[src/rtl/clock_mode_pkg.sv]
// -----------------------------------------------------------------------------
// clock_mode_pkg
// Shared types and helpers for the digital-clock mode controller.
//   state_e        : controller state encoding
//   MAX_ALARMS     : largest supported number of alarm channels
//   sel_width()    : width of the alarm index, never less than one bit
//   count_width()  : width of a counter that must hold 0..max
//   is_*()         : state-class decoders shared by the FSM and its outputs
// -----------------------------------------------------------------------------
package clock_mode_pkg;

   localparam int unsigned MAX_ALARMS = 4;

   typedef enum logic [3:0] {
      NORMAL   = 4'd0,
      CLK_IDLE = 4'd1,
      CLK_HOUR = 4'd2,
      CLK_MIN  = 4'd3,
      ALM_IDLE = 4'd4,
      ALM_HOUR = 4'd5,
      ALM_MIN  = 4'd6,
      SW_CLEAR = 4'd7,
      SW_RUN   = 4'd8,
      SW_PAUSE = 4'd9
   } state_e;

   function automatic int unsigned sel_width(input int unsigned n);
      return (n <= 1) ? 1 : $clog2(n);
   endfunction

   function automatic int unsigned count_width(input int unsigned max_val);
      return (max_val < 1) ? 1 : $clog2(max_val + 1);
   endfunction

   function automatic logic is_clock(input state_e s);
      return (s == CLK_IDLE) || (s == CLK_HOUR) || (s == CLK_MIN);
   endfunction

   function automatic logic is_alarm(input state_e s);
      return (s == ALM_IDLE) || (s == ALM_HOUR) || (s == ALM_MIN);
   endfunction

   // Setting modes are the only ones subject to the inactivity timeout.
   function automatic logic is_setting(input state_e s);
      return is_clock(s) || is_alarm(s);
   endfunction

   function automatic logic is_hour(input state_e s);
      return (s == CLK_HOUR) || (s == ALM_HOUR);
   endfunction

   function automatic logic is_min(input state_e s);
      return (s == CLK_MIN) || (s == ALM_MIN);
   endfunction

endpackage

[src/rtl/hold_repeat.sv]
// -----------------------------------------------------------------------------
// hold_repeat
// Auto-repeat generator for the increment button. While enabled and the
// button is held, ticks are counted; rpt fires on the tick that reaches
// REPEAT_DELAY and then on every REPEAT_PERIOD-th tick after that.
// Ports:
//   clk, reset : clock, synchronous active-high reset
//   tick       : one-cycle time-base enable
//   b0_held    : debounced level of the increment button
//   enable     : high while the controller sits in an hour/minute state
//   rpt        : one-cycle repeat strobe, same cycle as the qualifying tick
// -----------------------------------------------------------------------------
module hold_repeat
   import clock_mode_pkg::*;
#(
   parameter int unsigned REPEAT_DELAY  = 3,
   parameter int unsigned REPEAT_PERIOD = 1
) (
   input  logic clk,
   input  logic reset,
   input  logic tick,
   input  logic b0_held,
   input  logic enable,
   output logic rpt
);

   localparam int unsigned CNT_W = count_width(REPEAT_DELAY);
   localparam int unsigned PER_W = count_width(REPEAT_PERIOD);

   localparam logic [CNT_W-1:0] DELAY_LAST = CNT_W'(REPEAT_DELAY - 1);
   localparam logic [CNT_W-1:0] DELAY_FULL = CNT_W'(REPEAT_DELAY);
   localparam logic [PER_W-1:0] PER_LAST   = PER_W'(REPEAT_PERIOD - 1);

   logic [CNT_W-1:0] hold_q, hold_d;
   logic [PER_W-1:0] per_q,  per_d;
   logic             rpt_raw;

   always_comb begin
      // NOTE: every signal written here gets a default first, so no path
      // through the ifs can leave one unassigned and infer a latch.
      hold_d  = hold_q;
      per_d   = per_q;
      rpt_raw = 1'b0;

      if (!enable || !b0_held) begin
         hold_d = '0;
         per_d  = '0;
      end else if (tick) begin
         if (hold_q != DELAY_FULL) begin
            // Still in the initial delay; hold_q saturates at DELAY_FULL.
            hold_d = hold_q + CNT_W'(1);
            if (hold_q == DELAY_LAST) begin
               rpt_raw = 1'b1;
               per_d   = '0;
            end
         end else if (per_q == PER_LAST) begin
            rpt_raw = 1'b1;
            per_d   = '0;
         end else begin
            per_d = per_q + PER_W'(1);
         end
      end
   end

   // A strobe is never emitted in a cycle that is being reset.
   assign rpt = rpt_raw && !reset;

   // NOTE: state registers use non-blocking assignments so every flop samples
   // the pre-edge value of its inputs, independent of process ordering.
   always_ff @(posedge clk) begin
      if (reset) begin
         hold_q <= '0;
         per_q  <= '0;
      end else begin
         hold_q <= hold_d;
         per_q  <= per_d;
      end
   end

endmodule

[src/rtl/clock_mode_fsm.sv]
// -----------------------------------------------------------------------------
// clock_mode_fsm
// Mode controller for the digital clock. Decodes the two button pulses into
// clock-set, multi-alarm-set and stopwatch modes and drives the increment and
// stopwatch strobes. Adds hold-to-repeat on B0 and an inactivity timeout that
// drops setting modes back to NORMAL.
// Parameters:
//   NUM_ALARMS (1..4), REPEAT_DELAY, REPEAT_PERIOD, IDLE_TIMEOUT (all >= 1)
// Ports:
//   clk, reset         : clock, synchronous active-high reset
//   tick               : one-cycle time-base enable
//   B0, B1             : one-cycle button pulses (mode/increment, select)
//   b0_held            : debounced level of button 0
//   set_clock          : in a clock-set state
//   alarm_set          : one-hot, bit k in alarm-k set states
//   alarm_sel          : current alarm index
//   inc_hour, inc_min  : one-cycle increment strobes (same cycle as B0/rpt)
//   stop, stop_start, stop_reset : stopwatch mode / run / clear
//   timeout            : one-cycle pulse in the cycle after the timeout fires
// -----------------------------------------------------------------------------
module clock_mode_fsm
   import clock_mode_pkg::*;
#(
   parameter  int unsigned NUM_ALARMS    = 2,
   parameter  int unsigned REPEAT_DELAY  = 3,
   parameter  int unsigned REPEAT_PERIOD = 1,
   parameter  int unsigned IDLE_TIMEOUT  = 30,
   localparam int unsigned SEL_W         = sel_width(NUM_ALARMS)
) (
   input  logic                  clk,
   input  logic                  reset,
   input  logic                  tick,
   input  logic                  B0,
   input  logic                  B1,
   input  logic                  b0_held,
   output logic                  set_clock,
   output logic [NUM_ALARMS-1:0] alarm_set,
   output logic [SEL_W-1:0]      alarm_sel,
   output logic                  inc_hour,
   output logic                  inc_min,
   output logic                  stop,
   output logic                  stop_start,
   output logic                  stop_reset,
   output logic                  timeout
);

   localparam int unsigned IDLE_W = count_width(IDLE_TIMEOUT);

   localparam logic [SEL_W-1:0]  LAST_SEL  = SEL_W'(NUM_ALARMS - 1);
   localparam logic [IDLE_W-1:0] IDLE_LAST = IDLE_W'(IDLE_TIMEOUT - 1);

   state_e            state_q, state_d;
   logic [SEL_W-1:0]  sel_q, sel_d;
   logic [IDLE_W-1:0] idle_q, idle_d;
   logic              timeout_q, timeout_d;
   logic              sel_ok;
   logic              rpt_en;
   logic              rpt;

   // An index at or beyond NUM_ALARMS can only come from an upset; it is
   // treated like an illegal state encoding.
   assign sel_ok = ({1'b0, sel_q} < (SEL_W + 1)'(NUM_ALARMS));

   // -------------------------------------------------------------------------
   // Next-state logic, alarm index and inactivity counter
   // -------------------------------------------------------------------------
   always_comb begin
      state_d   = state_q;
      sel_d     = sel_q;
      idle_d    = '0;
      timeout_d = 1'b0;

      if (!sel_ok) begin
         state_d = NORMAL;
         sel_d   = '0;
      end else begin
         // B0 is tested first wherever both buttons matter, so it wins a tie.
         case (state_q)
            NORMAL: begin
               if (B0)      state_d = CLK_IDLE;
               else if (B1) state_d = SW_CLEAR;
            end
            CLK_IDLE: begin
               if (B0) begin
                  state_d = ALM_IDLE;
                  sel_d   = '0;
               end else if (B1) begin
                  state_d = CLK_HOUR;
               end
            end
            // In hour/minute states B0 only increments; a B1 arriving with
            // it is dropped.
            CLK_HOUR: if (!B0 && B1) state_d = CLK_MIN;
            CLK_MIN:  if (!B0 && B1) state_d = CLK_IDLE;
            ALM_IDLE: begin
               if (B0) begin
                  if (sel_q == LAST_SEL) begin
                     state_d = NORMAL;
                     sel_d   = '0;
                  end else begin
                     sel_d = sel_q + SEL_W'(1);
                  end
               end else if (B1) begin
                  state_d = ALM_HOUR;
               end
            end
            ALM_HOUR: if (!B0 && B1) state_d = ALM_MIN;
            ALM_MIN:  if (!B0 && B1) state_d = ALM_IDLE;
            SW_CLEAR: begin
               if (B0)      state_d = SW_RUN;
               else if (B1) state_d = NORMAL;
            end
            SW_RUN: if (B0) state_d = SW_PAUSE;
            SW_PAUSE: begin
               if (B0)      state_d = SW_CLEAR;
               else if (B1) state_d = NORMAL;
            end
            default: begin
               state_d = NORMAL;
               sel_d   = '0;
            end
         endcase

         // Inactivity timeout. idle_d defaults to zero, which covers the
         // stopwatch/NORMAL states and any button pulse; a pulse in the
         // terminal tick cycle therefore wins over the timeout.
         if (is_setting(state_q) && !B0 && !B1) begin
            if (tick) begin
               if (idle_q == IDLE_LAST) begin
                  state_d   = NORMAL;
                  sel_d     = '0;
                  timeout_d = 1'b1;
               end else begin
                  idle_d = idle_q + IDLE_W'(1);
               end
            end else begin
               idle_d = idle_q;
            end
         end
      end
   end

   // -------------------------------------------------------------------------
   // Auto-repeat: only armed while staying in an hour/minute state, so any
   // transition (B1 advance, timeout) restarts the hold count from zero.
   // -------------------------------------------------------------------------
   assign rpt_en = (is_hour(state_q) || is_min(state_q)) && (state_d == state_q);

   hold_repeat #(
      .REPEAT_DELAY  (REPEAT_DELAY),
      .REPEAT_PERIOD (REPEAT_PERIOD)
   ) u_hold_repeat (
      .clk     (clk),
      .reset   (reset),
      .tick    (tick),
      .b0_held (b0_held),
      .enable  (rpt_en),
      .rpt     (rpt)
   );

   // -------------------------------------------------------------------------
   // State registers
   // -------------------------------------------------------------------------
   always_ff @(posedge clk) begin
      if (reset) begin
         state_q   <= NORMAL;
         sel_q     <= '0;
         idle_q    <= '0;
         timeout_q <= 1'b0;
      end else begin
         state_q   <= state_d;
         sel_q     <= sel_d;
         idle_q    <= idle_d;
         timeout_q <= timeout_d;
      end
   end

   // -------------------------------------------------------------------------
   // Outputs: mode flags decode the registered state; increment strobes are
   // combinational with B0/rpt and suppressed while reset is asserted.
   // -------------------------------------------------------------------------
   always_comb begin
      set_clock  = is_clock(state_q);
      alarm_set  = '0;
      if (is_alarm(state_q) && sel_ok) begin
         alarm_set = NUM_ALARMS'(1) << sel_q;
      end
      alarm_sel  = sel_q;
      inc_hour   = !reset && is_hour(state_q) && (B0 || rpt);
      inc_min    = !reset && is_min(state_q)  && (B0 || rpt);
      stop       = (state_q == SW_CLEAR) || (state_q == SW_RUN) || (state_q == SW_PAUSE);
      stop_start = (state_q == SW_RUN);
      stop_reset = (state_q == SW_CLEAR);
      timeout    = timeout_q;
   end

endmodule

[config.mk]
export PLATFORM = sky130hd
export DESIGN_NAME = clock_mode_fsm
export DESIGN_NICKNAME = d
export VERILOG_FILES = /design/src/rtl/clock_mode_pkg.sv /design/src/rtl/hold_repeat.sv /design/src/rtl/clock_mode_fsm.sv
export SDC_FILE = /design/constraint.sdc
export NUM_CORES = 1
export LEC_CHECK = 0
export BUFFER_PORTS_ARGS = -buffer_cell sky130_fd_sc_hd__buf_2
export CAP_MARGIN = 20
export CORE_UTILIZATION = 55
export DETAILED_ROUTE_END_ITERATION = 10
export HOLD_SLACK_MARGIN = 0.08
export PLACE_DENSITY = 0.9
export SLEW_MARGIN = 5
export SYNTH_ARGS = -nofsm -noshare
export SYNTH_HDL_FRONTEND = slang
export SYNTH_SLANG_ARGS = --single-unit
[constraint.sdc]
create_clock -name clk -period 5.7 [get_ports clk]
set_clock_uncertainty 0.2 [all_clocks]
set_input_delay 1.14 -clock clk [delete_from_list [all_inputs] [get_ports clk]]
set_output_delay 1.14 -clock clk [all_outputs]
set_load 0.05 [all_outputs]
# [Word level (Yosys, flattened, before mapping)]
# Index checks and enable logic that the tools add are counted.
[word_totals] ramBits=0 latch_bits=0 n_memories=0 reg_bits=14 romBits=0 inputBits=6
[op_classes] mul=0 n_eq_ne=14 reduce_logical=33 n_div=0 n_addsub=4 n_bitwise=2 order_cmp=0 shifts=1 n_mux=37
[op_table] op="$mux 4" count=18
[op_table] op="$pmux 4 s10" count=1
[op_table] op="$eq 4x3->1 const B" count=4
[op_table] op="$mux 1" count=15
[op_table] op="$logic_or 1x1->1" count=12
[op_table] op="$logic_and 1x1->1" count=9
[op_table] op="$eq 4x2->1 const B" count=2
[op_table] op="$eq 4x4->1 const B" count=2
[op_table] op="$reduce_or 8->1" count=1
[op_table] op="$add 5x1->5 const B" count=1
[op_table] op="$eq 5x5->1 const B" count=1
[op_table] op="$logic_not 1->1" count=5
[op_table] op="$mux 5" count=1
[op_table] op="$eq 4x1->1 const B" count=1
[op_table] op="$eq 4x4->1" count=1
[op_table] op="$logic_not 4->1" count=1
[op_table] op="$ne 2x2->1 const B" count=2
[op_table] op="$reduce_and 2->1" count=2
[op_table] op="$reduce_or 2->1" count=2
[op_table] op="$pmux 1 s3" count=1
[op_table] op="$reduce_or 3->1" count=1
[op_table] op="$add 1x1->1 const B" count=2
[op_table] op="$add 2x1->2 const B" count=1
[op_table] op="$eq 2x2->1 const B" count=1
[op_table] op="other kinds (3)" count=4

# [Longest topological paths before layout]
[depth] word_depth=15 ltp_mapped=8

# [Modules after synthesis]
# From an unflattened synthesis, not the netlist that was laid out.
[unflattened] cells_unflattened=124 hier_area_um2=973.4
[modules_own_cells] module="clock_mode_fsm" area_per_inst_um2=843.3 n_inst=1 cells_each=111
[modules_own_cells] module="hold_repeat" area_per_inst_um2=130.1 n_inst=1 cells_each=13

# [Worst setup path after synthesis]
# No wires, ideal clock.
[synth_timing] path_kind="input to output" startpoint="in B0" endpoint="out inc_hour" cell_stages=6 slack_ns=1.563 path_buffers=1 arrival_time_ns=2.797 required_time_ns=4.360 cell_sequence="buf_2 > a21oi_1 > o32a_1 > a211oi_2 > nand4b_1 > a21oi_1"
[synth_via] elab_chain_cells=15 elab_cells_between_ends=26 classes_between="1 x eq/ne; 15 x mux; 10 x reduce/logical"
[synth_rtl] element="start, declared" line_no="clock_mode_fsm.sv:33" source="input logic B0,"
[synth_rtl] element="$logic_not 1->1"
[synth_rtl] element="$logic_and 1x1->1"
[synth_rtl] element="$mux 4 (on tied branches)"
[synth_rtl] element="$pmux 4 s10" line_no="clock_mode_fsm.sv:78" source="case (state_q)"
[synth_rtl] element="$mux 4" line_no="clock_mode_fsm.sv:129" source="if (idle_q == IDLE_LAST) begin"
[synth_rtl] element="$mux 4" line_no="clock_mode_fsm.sv:128" source="if (tick) begin"
[synth_rtl] element="$mux 4" line_no="clock_mode_fsm.sv:127" source="if (is_setting(state_q) && !B0 && !B1) begin"
[synth_rtl] element="$eq 4x4->1" line_no="clock_mode_fsm.sv:147" source="assign rpt_en = (is_hour(state_q) || is_min(state_q)) && (state_d == state_q);"
[synth_rtl] element="$logic_and 1x1->1" line_no="clock_mode_fsm.sv:147"
[synth_rtl] element="$logic_not 1->1" line_no="hold_repeat.sv:45" source="if (!enable || !b0_held) begin"
[synth_rtl] element="$logic_or 1x1->1" line_no="hold_repeat.sv:45"
[synth_rtl] element="$mux 1" line_no="hold_repeat.sv:45"
[synth_rtl] element="$logic_and 1x1->1" line_no="hold_repeat.sv:66" source="assign rpt = rpt_raw && !reset;"
[synth_rtl] element="$logic_or 1x1->1 *" line_no="clock_mode_fsm.sv:189" source="inc_hour = !reset && is_hour(state_q) && (B0 || rpt);"
[synth_rtl] element="$logic_and 1x1->1 *" line_no="clock_mode_fsm.sv:189"
[synth_rtl] element="end, declared" line_no="clock_mode_fsm.sv:39" source="output logic inc_hour,"
# Mark *: on every way between the ends. The rest lies on a longest branch, timed or not.

# [Worst setup path in the final report]
[layout_timing] startpoint="in B0" endpoint="out inc_min"
[layout_via] elab_chain_cells=15 elab_cells_between_ends=26 classes_between="1 x eq/ne; 15 x mux; 10 x reduce/logical"
[layout_rtl] element="$logic_not 1->1"
[layout_rtl] element="$logic_and 1x1->1"
[layout_rtl] element="$mux 4 (on tied branches)"
[layout_rtl] element="$pmux 4 s10" line_no="clock_mode_fsm.sv:78"
[layout_rtl] element="$mux 4" line_no="clock_mode_fsm.sv:129"
[layout_rtl] element="$mux 4" line_no="clock_mode_fsm.sv:128"
[layout_rtl] element="$mux 4" line_no="clock_mode_fsm.sv:127"
[layout_rtl] element="$eq 4x4->1" line_no="clock_mode_fsm.sv:147"
[layout_rtl] element="$logic_and 1x1->1" line_no="clock_mode_fsm.sv:147"
[layout_rtl] element="$logic_not 1->1" line_no="hold_repeat.sv:45"
[layout_rtl] element="$logic_or 1x1->1" line_no="hold_repeat.sv:45"
[layout_rtl] element="$mux 1" line_no="hold_repeat.sv:45"
[layout_rtl] element="$logic_and 1x1->1" line_no="hold_repeat.sv:66"
[layout_rtl] element="$logic_or 1x1->1 *" line_no="clock_mode_fsm.sv:190" source="inc_min = !reset && is_min(state_q) && (B0 || rpt);"
[layout_rtl] element="$logic_and 1x1->1 *" line_no="clock_mode_fsm.sv:190"
[layout_rtl] element="end, declared" line_no="clock_mode_fsm.sv:40" source="output logic inc_min,"
# Marks and branches as above.

==> results <==
- The worst setup path is launched from an input port.
- The most used standard cell by instance count after synthesis is nor2_1.
- The number of setup buffers added after CTS is 0.
- The iteration count of the initial detailed-routing pass is 4.
- The later pin in the worst-skew pair is clocked with a latency of 0.28 ns.
- Counting distinct cell types in the post-synthesis netlist gives 45.
- The portion of synthesized area spent on multiplexers is less than 1%.
- For flop-to-flop paths, the worst setup slack is around 3.5 ns.
- The run finished with clean final reports.
- Summed over all nets, wire length on met2 after detailed routing comes to 1.07 mm.
- Setup violations remaining at the end of the flow were counted as 0.
- The proportion of register bits with asynchronous set or reset after synthesis is 0%.
- The routed length per instance is between 10 and 15 µm.
- The number of ports placed on the die boundary is 16.
- The CTS tree is yes.
- The highest layer used for signal routing is met4.
- The relative contribution of the clock network to total power is 18.6%.
- The row count is 15.
- dfxtp_1 takes more of the synthesized area than any other cell.
- In this run the cell area of the synthesized design comes to approximately 1000 µm².
- Hold repair after CTS inserted 0 buffers.
- For the finished layout, the period the worst path requires is 4.03 ns.
- The main flop type after synthesis is dfxtp_1.
- For this design the static power due to leakage is around 0.00047 µW.
- Hold timing on the final database bottoms out at a slack of 0.309 ns.
- The number of enable flip-flop cells after synthesis is 0.
- The number of antenna diodes in the final layout is 0.
- Post-CTS repair changed the size of 0 cells.
- Timing would allow up to 0.248 GHz.
- The final critical path takes up a little over two thirds of the cycle.
- The number of antenna violations at the first check in global routing was 0.
- In the final layout, flip-flops and latches occupy roughly 260 µm².
- The master cell of the clock root buffer is clkbuf_4.
- The total number of clock tree sinks is 13.
- The total global routing track utilization is 25.9%.
- For this configuration, the core starts out at a cell density of 59.6%.
- The floorplan step set the die height to about 46 µm.
- In the routed design, unresolved DRC markers number 0.
- Cell internal power was estimated by the tool at 170 µW.
- The final-report hold violation count is 0.
- In this run switching power makes up 44.0% of total power.
- The gate count of the mapped netlist is 140.
- The worst ir drop on vdd is ~0.00017 V.
- The first-pass GRT wire length is 3.99 mm.
- The sequential area share after synthesis is ~25%.
- The via count of the first global-routing pass is between 900 and 1,000.
- Each instance of the synthesized netlist takes up on average roughly 7.4 µm².
- The post-DP HPWL is 1.73 mm.
- In this run the deepest clock path goes through 2 buffers.
- The detailed router put a total of 1.11 mm of wire on met1.
- The simple-gate portion of the synthesized area is around a third.
- The mean number of vias per cell is 5.94.
- The die covers 2070 µm².
- The fraction of the mapped netlist area in compound gates is between 20% and 30%.
- CTS built an H-tree with a depth of 1.
- The weighted congestion reported at the end of routability-driven placement is 0.931.
- The chip width is approximately 46 µm.
- The share of total power dissipated in sequential elements is 40.2%.
- Setup repair after global routing left no endpoint under its margin.
- Of all nets on the critical path, the largest fanout is 15.
- The synthesized design devotes to its leading area cell type between 20 and 30% of total area.
- Yosys attributes the largest share of cell area to dfxtp_1, nor2_1, ha_1.
- The number of nets in the layout is 161.
- The analysis attributes to net switching a power of 134 µW.
- The worst max-slew margin expressed relative to the limit is 57.4%.
- The initial detailed-routing violation count is 44.
- The synthesized net count is 150.
- Adding up every negative setup slack in the final design gives 0 ns.
- The warning count from the yosys run is 0.
- The number of buffers inserted by port buffering is 15.
- The class of the most critical setup path is in2out.
- After filler insertion, the fill cell instance count of the layout stands at 160.
- The total area inside the core boundary comes to between 1500 and 2000 µm².
- The count of nets left with antenna violations once routing finished came out at 0.
- The total overflow reported by the global router is 0.
- The sum of met3 wire segment lengths after detailed routing is around 120 µm.
- The total power per unit cell area is 270 nW/µm².
- The total wire length is 2.35 mm.
- The data required time at the worst endpoint is roughly 4.4 ns.
- The fraction of the mapped netlist area in adder cells is ~4.8%.
- The area growth from synthesis to layout is 8.17%.
- The largest net degree at the start of global routing is 21.
- The xor-xnor portion of the synthesized cell area is 5.89%.
- The multi-input combinational cells in the finished layout cover a total of 713 µm².
- The main combinational cell family by area after synthesis is simple AND/OR/NAND/NOR gates.
- The max-slew violation count is 0.
- The number of clock buffers added by TritonCTS is 3.
- Counting flops and latches in the post-synthesis netlist gives 13.
- The min-delay analysis places its worst path in the category reg2reg.
- The endpoint class of the critical path is an output port.
- The fraction of final layout cells sized beyond drive strength 1 is 18.0%.
- The signal arrival time at the worst endpoint is 2.69 ns.
- Counting instances in the post-synthesis netlist gives the leading cell types as nor2_1, dfxtp_1, nand2_1.
- The final route contains 1,040 vias.
- The slew at the pin with the worst max-slew slack is 0.638 ns.
- Clock-pin slew was measured on the worst setup and hold paths at 0.07 ns.
- The number of max-cap violations is 0.
- Combinational logic is responsible for 41.2% of the overall power.
==> area by class of cell <==
class,instances,area share (%)
inverter,5,1.67
timing repair buffer,15,6.67
clock buffer,3,2.00
tap,25,2.78
multi-input combinational,113,63.3
clock inverter,1,0.444
sequential,13,23.1
==> final timing paths <==
check                                 end       start  depth (start not counted)
setup / recovery                  inc_min          B0                          8
hold / removal                  idle_q[4]   idle_q[4]                          2
setup reg to reg  u_hold_repeat.hold_q[1]  state_q[0]                          6
hold reg to reg                 idle_q[4]   idle_q[4]                          2
==> worst max-delay path, cell delays in order <==
cell,delay (ns)
buf_2,0.19
nor2b_1,0.19
o211ai_1,0.20
o311a_1,0.22
a22o_1,0.19
nand4b_1,0.13
a21oi_1,0.16
buf_2,0.27
==> through the flow <==
step	power, µW	setup slack [ns]	cell area (µm²)	cells	utilization [%]
2_1_floorplan	226	1.56	1040	140	-
3_3_place_gp	244	1.71	1100	171	62.9
3_5_place_dp	247	1.70	1100	171	62.9
4_1_cts	303	1.70	1130	175	64.5
5_1_grt	326	1.49	1130	175	64.5
6_report	304	1.67	1130	175	64.5
==> per-layer routing <==
layer	global-route usage, %	up-vias
met5	0	-
met4	12.7	0
met3	5.56	8
met2	42.3	39
met1	31.9	474
li1	-	519
==> logic make-up after synthesis <==
family | Yosys count
buffers and inverters | 14
muxes | 1
xor gates and xnor gates | 7
and+or+nand+nor | 68
AOI/OAI and AO/OA | 33
adders and majority gates | 4
DFF | 13
==> state kept, by name, summed over array words and instances (netlist names) <==
signal,flops
alarm_sel,1
idle_q,5
state_q,4
timeout,1
u_hold_repeat.hold_q,2
==> layout by cell type, fill, tap and decap left out, drive strengths merged, types with 2 or more instances in the layout <==
cell / instances
nor2b: 4
a21oi: 9
ha: 4
buf: 15
nand2b: 2
o32a: 2
nor3: 6
o211ai: 4
and2b: 3
nand2: 12
xor2: 4
a31oi: 2
nor2: 20
nand3: 4
nor3b: 4
inv: 5
o21ai: 7
nand4: 2
or2: 2
and3: 3
xnor2: 3
clkbuf: 3
dfxtp: 13
a211oi: 2
==> power groups by stage <==
| stage | combinational [µW] | clock, µW | sequential, µW |
|---|---|---|---|
| finish | 125 | 56.6 | 122 |
| global route | 138 | 62.4 | 125 |
| CTS | 124 | 57.9 | 121 |
| detailed placement | 123 | 0 | 123 |
| global placement | 121 | 0 | 123 |
| floorplan | 120 | 0 | 106 |
Power figures use the tool's default switching activity.
